## src/rtl/riscv_pkg.sv

```systemverilog
// riscv_pkg: shared types for the load/store unit.
//   mem_op_e    - access size/sign encoding (funct3-style); codes 3, 6 and 7 are unused
//   lsu_err_e   - response status returned with every LSU response
//   lsu_state_e - sequencer states of lsu_ctrl
//   lsu_misaligned() - alignment check; unknown ops are checked as a word access
package riscv_pkg;

  localparam int unsigned XLEN = 32;

  typedef enum logic [2:0] {
    MEM_BYTE   = 3'b000,
    MEM_HALF   = 3'b001,
    MEM_WORD   = 3'b010,
    MEM_BYTE_U = 3'b100,
    MEM_HALF_U = 3'b101
  } mem_op_e;

  typedef enum logic [1:0] {
    LSU_OK       = 2'd0,
    LSU_MISALIGN = 2'd1,
    LSU_TIMEOUT  = 2'd2
  } lsu_err_e;

  typedef enum logic [1:0] {
    LSU_IDLE,
    LSU_REQ,
    LSU_WAIT,
    LSU_RESP
  } lsu_state_e;

  function automatic logic lsu_misaligned(input mem_op_e op, input logic [1:0] addr_lo);
    logic mis;
    case (op)
      MEM_BYTE, MEM_BYTE_U: mis = 1'b0;
      MEM_HALF, MEM_HALF_U: mis = addr_lo[0];
      default:              mis = (addr_lo != 2'b00);
    endcase
    return mis;
  endfunction

endpackage

```

## src/rtl/lsu_store_align.sv

```systemverilog
// lsu_store_align: store lane steering for the data-memory port (purely combinational).
//   i_op      - access op; _U ops store exactly like the signed ops, unknown ops as a word
//   i_addr_lo - byte offset within the word
//   i_wdata   - right-justified store data
//   o_be      - byte enables
//   o_wdata   - store data replicated across all lanes of its size
module lsu_store_align
  import riscv_pkg::*;
(
  input  mem_op_e               i_op,
  input  logic [1:0]            i_addr_lo,
  input  logic [XLEN-1:0]       i_wdata,
  output logic [3:0]            o_be,
  output logic [XLEN-1:0]       o_wdata
);

  always_comb begin
    o_be    = 4'b1111;
    o_wdata = i_wdata;
    case (i_op)
      MEM_BYTE, MEM_BYTE_U: begin
        o_be    = 4'b0001 << i_addr_lo;
        o_wdata = {4{i_wdata[7:0]}};
      end
      MEM_HALF, MEM_HALF_U: begin
        o_be    = i_addr_lo[1] ? 4'b1100 : 4'b0011;
        o_wdata = {2{i_wdata[15:0]}};
      end
      default: ;
    endcase
  end

endmodule

```

## src/rtl/lsu_ctrl.sv

```systemverilog
// lsu_ctrl: load/store sequencer between the MEM stage and the data-memory port.
//   Pipeline side : i_req_valid/o_req_ready handshake, i_req_we/op/addr/wdata request fields,
//                   o_rsp_valid pulse with o_rsp_rdata/o_rsp_err, o_mem_busy stall.
//   Memory side   : o_dmem_req/i_dmem_gnt request, o_dmem_we/be/addr/wdata,
//                   i_dmem_rvalid/i_dmem_rdata response.
//   One access in flight; misaligned accesses answer without touching memory; a response
//   timeout in WAIT marks the next rvalid as stale so it is dropped when it finally shows up.
module lsu_ctrl
  import riscv_pkg::*;
#(
  parameter int unsigned TIMEOUT_CYCLES = 64
) (
  input  logic              i_clk,
  input  logic              i_rst_n,
  input  logic              i_req_valid,
  output logic              o_req_ready,
  input  logic              i_req_we,
  input  mem_op_e           i_req_op,
  input  logic [XLEN-1:0]   i_req_addr,
  input  logic [XLEN-1:0]   i_req_wdata,
  output logic              o_rsp_valid,
  output logic [XLEN-1:0]   o_rsp_rdata,
  output lsu_err_e          o_rsp_err,
  output logic              o_mem_busy,
  output logic              o_dmem_req,
  input  logic              i_dmem_gnt,
  output logic              o_dmem_we,
  output logic [3:0]        o_dmem_be,
  output logic [XLEN-1:0]   o_dmem_addr,
  output logic [XLEN-1:0]   o_dmem_wdata,
  input  logic              i_dmem_rvalid,
  input  logic [XLEN-1:0]   i_dmem_rdata
);

  localparam int unsigned    CntW   = $clog2(TIMEOUT_CYCLES);
  localparam logic [CntW-1:0] CntMax = CntW'(TIMEOUT_CYCLES - 1);

  lsu_state_e        r_state;
  lsu_state_e        w_state_nxt;
  logic              r_stale;
  logic [CntW-1:0]   r_cnt;
  logic              r_we;
  mem_op_e           r_op;
  logic [XLEN-1:0]   r_addr;
  logic [XLEN-1:0]   r_wdata;
  logic [XLEN-1:0]   r_rdata;
  lsu_err_e          r_err;

  logic              w_accept;
  logic              w_misalign;
  logic              w_rvalid;
  logic              w_timeout;
  logic              w_in_req;
  logic [3:0]        w_st_be;
  logic [XLEN-1:0]   w_st_wdata;
  logic [7:0]        w_byte;
  logic [15:0]       w_half;
  logic [XLEN-1:0]   w_load_data;

  assign w_accept   = i_req_valid && o_req_ready;
  assign w_misalign = lsu_misaligned(i_req_op, i_req_addr[1:0]);
  // A stale rvalid belongs to a timed-out access and never counts as a response.
  assign w_rvalid   = i_dmem_rvalid && !r_stale;
  assign w_timeout  = (r_state == LSU_WAIT) && !w_rvalid && (r_cnt == CntMax);
  assign w_in_req   = (r_state == LSU_REQ);

  lsu_store_align u_store_align (
    .i_op      (r_op),
    .i_addr_lo (r_addr[1:0]),
    .i_wdata   (r_wdata),
    .o_be      (w_st_be),
    .o_wdata   (w_st_wdata)
  );

  // Load lane extraction and extension from the raw memory word.
  always_comb begin
    w_byte = i_dmem_rdata[7:0];
    case (r_addr[1:0])
      2'd0: w_byte = i_dmem_rdata[7:0];
      2'd1: w_byte = i_dmem_rdata[15:8];
      2'd2: w_byte = i_dmem_rdata[23:16];
      2'd3: w_byte = i_dmem_rdata[31:24];
      default: ;
    endcase
    w_half = r_addr[1] ? i_dmem_rdata[31:16] : i_dmem_rdata[15:0];
    case (r_op)
      MEM_BYTE:   w_load_data = {{24{w_byte[7]}}, w_byte};
      MEM_BYTE_U: w_load_data = {24'd0, w_byte};
      MEM_HALF:   w_load_data = {{16{w_half[15]}}, w_half};
      MEM_HALF_U: w_load_data = {16'd0, w_half};
      default:    w_load_data = i_dmem_rdata;
    endcase
  end

  always_comb begin
    w_state_nxt = r_state;
    case (r_state)
      LSU_IDLE: begin
        if (w_accept) w_state_nxt = w_misalign ? LSU_RESP : LSU_REQ;
      end
      LSU_REQ: begin
        if (i_dmem_gnt) w_state_nxt = LSU_WAIT;
      end
      LSU_WAIT: begin
        if (w_rvalid || w_timeout) w_state_nxt = LSU_RESP;
      end
      LSU_RESP: w_state_nxt = LSU_IDLE;
      default:  w_state_nxt = LSU_IDLE;
    endcase
  end

  // Memory-side outputs are only driven while requesting, so they idle at zero.
  always_comb begin
    o_req_ready  = (r_state == LSU_IDLE);
    o_rsp_valid  = (r_state == LSU_RESP);
    o_mem_busy   = (r_state != LSU_IDLE);
    o_rsp_rdata  = r_rdata;
    o_rsp_err    = r_err;
    o_dmem_req   = w_in_req;
    o_dmem_we    = w_in_req && r_we;
    o_dmem_be    = 4'b0000;
    o_dmem_addr  = '0;
    o_dmem_wdata = '0;
    if (w_in_req) begin
      o_dmem_be   = r_we ? w_st_be : 4'b1111;
      o_dmem_addr = {r_addr[XLEN-1:2], 2'b00};
      if (r_we) o_dmem_wdata = w_st_wdata;
    end
  end

  always_ff @(posedge i_clk) begin
    if (!i_rst_n) begin
      r_state <= LSU_IDLE;
      r_stale <= 1'b0;
      r_cnt   <= '0;
      r_we    <= 1'b0;
      r_op    <= MEM_BYTE;
      r_addr  <= '0;
      r_wdata <= '0;
      r_rdata <= '0;
      r_err   <= LSU_OK;
    end else begin
      r_state <= w_state_nxt;

      if (w_accept) begin
        r_we    <= i_req_we;
        r_op    <= i_req_op;
        r_addr  <= i_req_addr;
        r_wdata <= i_req_wdata;
        r_rdata <= '0;
        r_err   <= w_misalign ? LSU_MISALIGN : LSU_OK;
      end

      // Counter runs only while staying in WAIT, so every WAIT entry starts from zero.
      if ((r_state == LSU_WAIT) && (w_state_nxt == LSU_WAIT)) r_cnt <= r_cnt + 1'b1;
      else                                                     r_cnt <= '0;

      if ((r_state == LSU_WAIT) && w_rvalid && !r_we) r_rdata <= w_load_data;

      if (w_timeout) begin
        r_err   <= LSU_TIMEOUT;
        r_stale <= 1'b1;
      end else if (r_stale && i_dmem_rvalid) begin
        r_stale <= 1'b0;
      end
    end
  end

endmodule

```

## config.mk

```make
export PLATFORM = sky130hd
export DESIGN_NAME = lsu_ctrl
export DESIGN_NICKNAME = d
export VERILOG_FILES = /design/src/rtl/riscv_pkg.sv /design/src/rtl/lsu_store_align.sv /design/src/rtl/lsu_ctrl.sv
export SDC_FILE = /design/constraint.sdc
export NUM_CORES = 1
export LEC_CHECK = 0
export CAP_MARGIN = 20
export CORE_MARGIN = 2
export CORE_UTILIZATION = 35
export DETAILED_ROUTE_END_ITERATION = 10
export PLACE_DENSITY = 0.67
export SLEW_MARGIN = 40
export SYNTH_ARGS = -nofsm -noshare
export SYNTH_HDL_FRONTEND = slang
export SYNTH_SLANG_ARGS = --single-unit
```

## constraint.sdc

```tcl
create_clock -name i_clk -period 2.4 [get_ports i_clk]
set_clock_uncertainty 0.15 [all_clocks]
set_input_delay 0.48 -clock i_clk [delete_from_list [all_inputs] [get_ports i_clk]]
set_output_delay 0.48 -clock i_clk [all_outputs]
set_load 0.02 [all_outputs]
```

==> results.md <==
- H-tree depth: 3
- MaxCap Viol Count: 0
- Clock power frac: 0.342
- Status: finished, final reports clean
- Crit end category: output pin
- Final period utilization: 0.978
- GRT overflow: 0
- Ports: 212
- Placed Area: 0.00767 mm2
- Post-CTS Hold Buffers: 0
- Sequential share of power: 0.440
- Fmax achieved: 0.426 GHz
- Switching Share: 0.278
- Total GRT Usage: 0.204
- HPWL after DPL: 12.5 mm
- CP Max Fanout: 25
- FP Rows: 44
- Sequential share of the synthesized area: 0.422
- Yosys top cell area share: 0.422
- Layout cells sized above 1: 0.0787
- Placer Congestion: 0.902
- Worst setup SP type: flop
- Clock Tree Buf Depth: 2
- Clock root cell: clkbuf_16
- Final wirelength: 16.6 mm
- Yosys reg bits: 111
- Final hold violation count: 0
- First-pass GRT wire length: 26.2 mm
- Number of diodes: 0
- Post-synth EDFFs: 0
- Avg Inst Size Synth: 8.02 um2
- Layout area overhead: 51.2%
- Synth area leaders: dfxtp_1, nand2_1, a21boi_0
- WP data required: 1.77 ns
- Clock slew seen by the registers of the worst setup and hold paths: 0.07 ns
- Pint: 0.00336 W
- Asr flop ratio synth: 0
- Vias: 5335
- Worst EP arrival: 1.72 ns
- Core Box Area: 0.0146 mm2
- Top_reg_cell synth: dfxtp_1
- Slew headroom: 0.581
- Largest area contributor in the netlist: dfxtp_1
- Clock latency on the worst-skew pair: 0.36 ns
- Hold Path Class: reg2reg
- Comb pwr share: 0.218
- Worst Tran Pin Value: 0.629 ns
- Netlist Area Pre-Place: 0.00526 mm2
- Largest net degree at the start of global routing: 74
- Finished Cell Area: 0.00796 mm2
- Critical path class: reg2out
- P_sw: 0.00130 W
- Synth Instances: 656
- DRT Pass-1 Iters: 5
- Lkg Pwr: 3.23 nW
- Detail Route Antenna Nets: 0
- Non-filler cells, final: 1048
- Die Height: 127 um
- R2R setup slack: 0.39 ns
- IO buf count: 209
- P per Cell Area: 585 mW/mm2
- Initial antenna violation count: 0
- Fin crit period: 2.35 ns
- Die area: 0.0160 mm2
- Residual DRC: 0
- Unique masters post-synth: 47
- Number of global-route vias before repair: 5264
- CTS buffer count: 9
- Initial Util: 0.361
- Post-CTS setup buffer count: 0
- Die W: 127 um
- Avg WL per Cell: 15.9 um
- Yosys Warn Count: 0
- Final setup vio count: 0
- Final Max Tran Viols: 0
- Vias per cell: 5.09
- DRT iter0 DRCs: 391
- Nets: 965
- Max VDD drop: 0.487 mV
- Placed insts: 1032
- CTS tree: yes
- CTS sink count: 111
==> critical path, stage by stage, from the launching register on <==
cell,delay [ns]
dfxtp_1,0.31
nand2b_1,0.15
inv_1,0.09
nand2_1,0.10
buf_12,0.17
nor2_1,0.20
clkdlybuf4s15_1,0.33
==> final cells by class <==
class	instances	area (um2)
fill	1371	6630
multi-input combinational	481	2790
timing repair buffer	241	2340
sequential	111	2230
tap	184	230
clock buffer	9	225
clock inverter	7	87.6
inverter	15	56.3
==> power by group through the flow <==
stage	clock network, W	registers, W	logic [W]
final	0.00159	0.00205	0.00102
after global routing	0.00169	0.00206	0.00111
after CTS	0.00163	0.00205	0.00101
after detailed placement	0	0.00209	0.00102
after global placement	0	0.00208	0.00101
after floorplan	0	0.00210	0.000500
==> flip-flops by register name, summed over array words and instances (netlist names) <==
name / flops
r_state: 2
r_stale: 1
o_rsp_err: 2
o_rsp_rdata: 32
r_op: 3
r_addr: 32
r_we: 1
r_cnt: 6
r_wdata: 32
==> path summary, 6_finish.rpt <==
kind / to / depth (start not counted) / startpoint
setup reg to reg: o_rsp_rdata[31] / 6 / r_addr[1]
hold reg to reg: r_cnt[0] / 1 / r_cnt[0]
setup / recovery: o_dmem_wdata[31] / 6 / r_state[1]
hold / removal: r_cnt[0] / 1 / r_cnt[0]
==> synth_stat cells, types with 2 or more instances <==
cell and n:
and3_1 9, xnor2_1 3, and2_1 31, nand3b_1 3, nor3b_1 3, buf_2 10, o22ai_1 2, nor2_1 46
a21boi_0 68, dfxtp_1 111, o21a_1 3, o21ai_1 2, o32ai_1 7, nand2b_1 6, a221o_1 16, clkbuf_1 32
mux2i_1 17, nand3_1 5, inv_1 15, nand2_1 176, a21oi_1 32, buf_6 4, buf_4 3, o21ai_0 8
a22o_1 8, o211ai_1 15
==> placed cells by master (no fill, tap or decap), types with 3 or more instances in the layout <==
| cell type | count |
|---|---|
| nand2b_1 | 6 |
| mux2i_4 | 3 |
| nand3_1 | 5 |
| a22o_1 | 8 |
| dlygate4sd2_1 | 61 |
| and3_1 | 9 |
| a21oi_1 | 31 |
| and2_1 | 30 |
| o21ai_0 | 8 |
| mux2i_1 | 14 |
| clkbuf_16 | 9 |
| clkbuf_2 | 3 |
| buf_4 | 24 |
| clkdlybuf4s15_1 | 4 |
| o21a_1 | 3 |
| nand3b_1 | 3 |
| nand2_1 | 176 |
| nor2_1 | 46 |
| xnor2_1 | 3 |
| nor3b_1 | 3 |
| dfxtp_1 | 109 |
| a221o_1 | 16 |
| o211ai_1 | 15 |
| clkinv_2 | 4 |
| clkdlybuf4s50_1 | 139 |
| a21boi_0 | 68 |
| inv_1 | 15 |
| buf_12 | 8 |
| o32ai_1 | 7 |
==> routing by layer <==
layer,up-vias,track usage,part of all wire
met3,25,0.0641,0.080
met5,-,0,0
met1,2485,0.241,0.42
li1,2624,-,-
met4,0,0.0802,0.024
met2,201,0.345,0.48
==> kinds of logic (layout without fill, tap and decap cells) <==
group	after synthesis	after routing	synth area share
compound gates	168	168	0.236
xor+xnor	4	4	0.00666
fa+ha+maj	1	1	0.00238
buf+inv	65	272	0.0566
flops	111	111	0.422
mux	19	19	0.0366
other cells	1	2	0.000713
simple gates	287	287	0.239
==> what timing repair did <==
item | 4_1_cts | 5_1_grt
endpoints found under the setup margin | 68 | 14
endpoints found under the hold margin | 0 | 0
resized for setup | 72 | 21
==> per-stage QoR <==
| stage | hold slack (ns) | total power [W] | utilization | setup WS [ns] | TNS [ns] |
|---|---|---|---|---|---|
| 5_1_grt | 0.332 | 0.00486 | 0.545 | -0.000284 | -0.000284 |
| 2_1_floorplan | 0.268 | 0.00260 | - | 0.244 | 0 |
| 3_3_place_gp | 0.279 | 0.00309 | 0.526 | -0.0545 | -0.816 |
| 4_1_cts | 0.306 | 0.00469 | 0.542 | 0.0156 | 0 |
| 6_report | 0.303 | 0.00465 | 0.545 | 0.0525 | 0 |
| 3_5_place_dp | 0.295 | 0.00311 | 0.526 | -0.0900 | -1.13 |
Note: power is estimated with default switching activity, not from simulation.
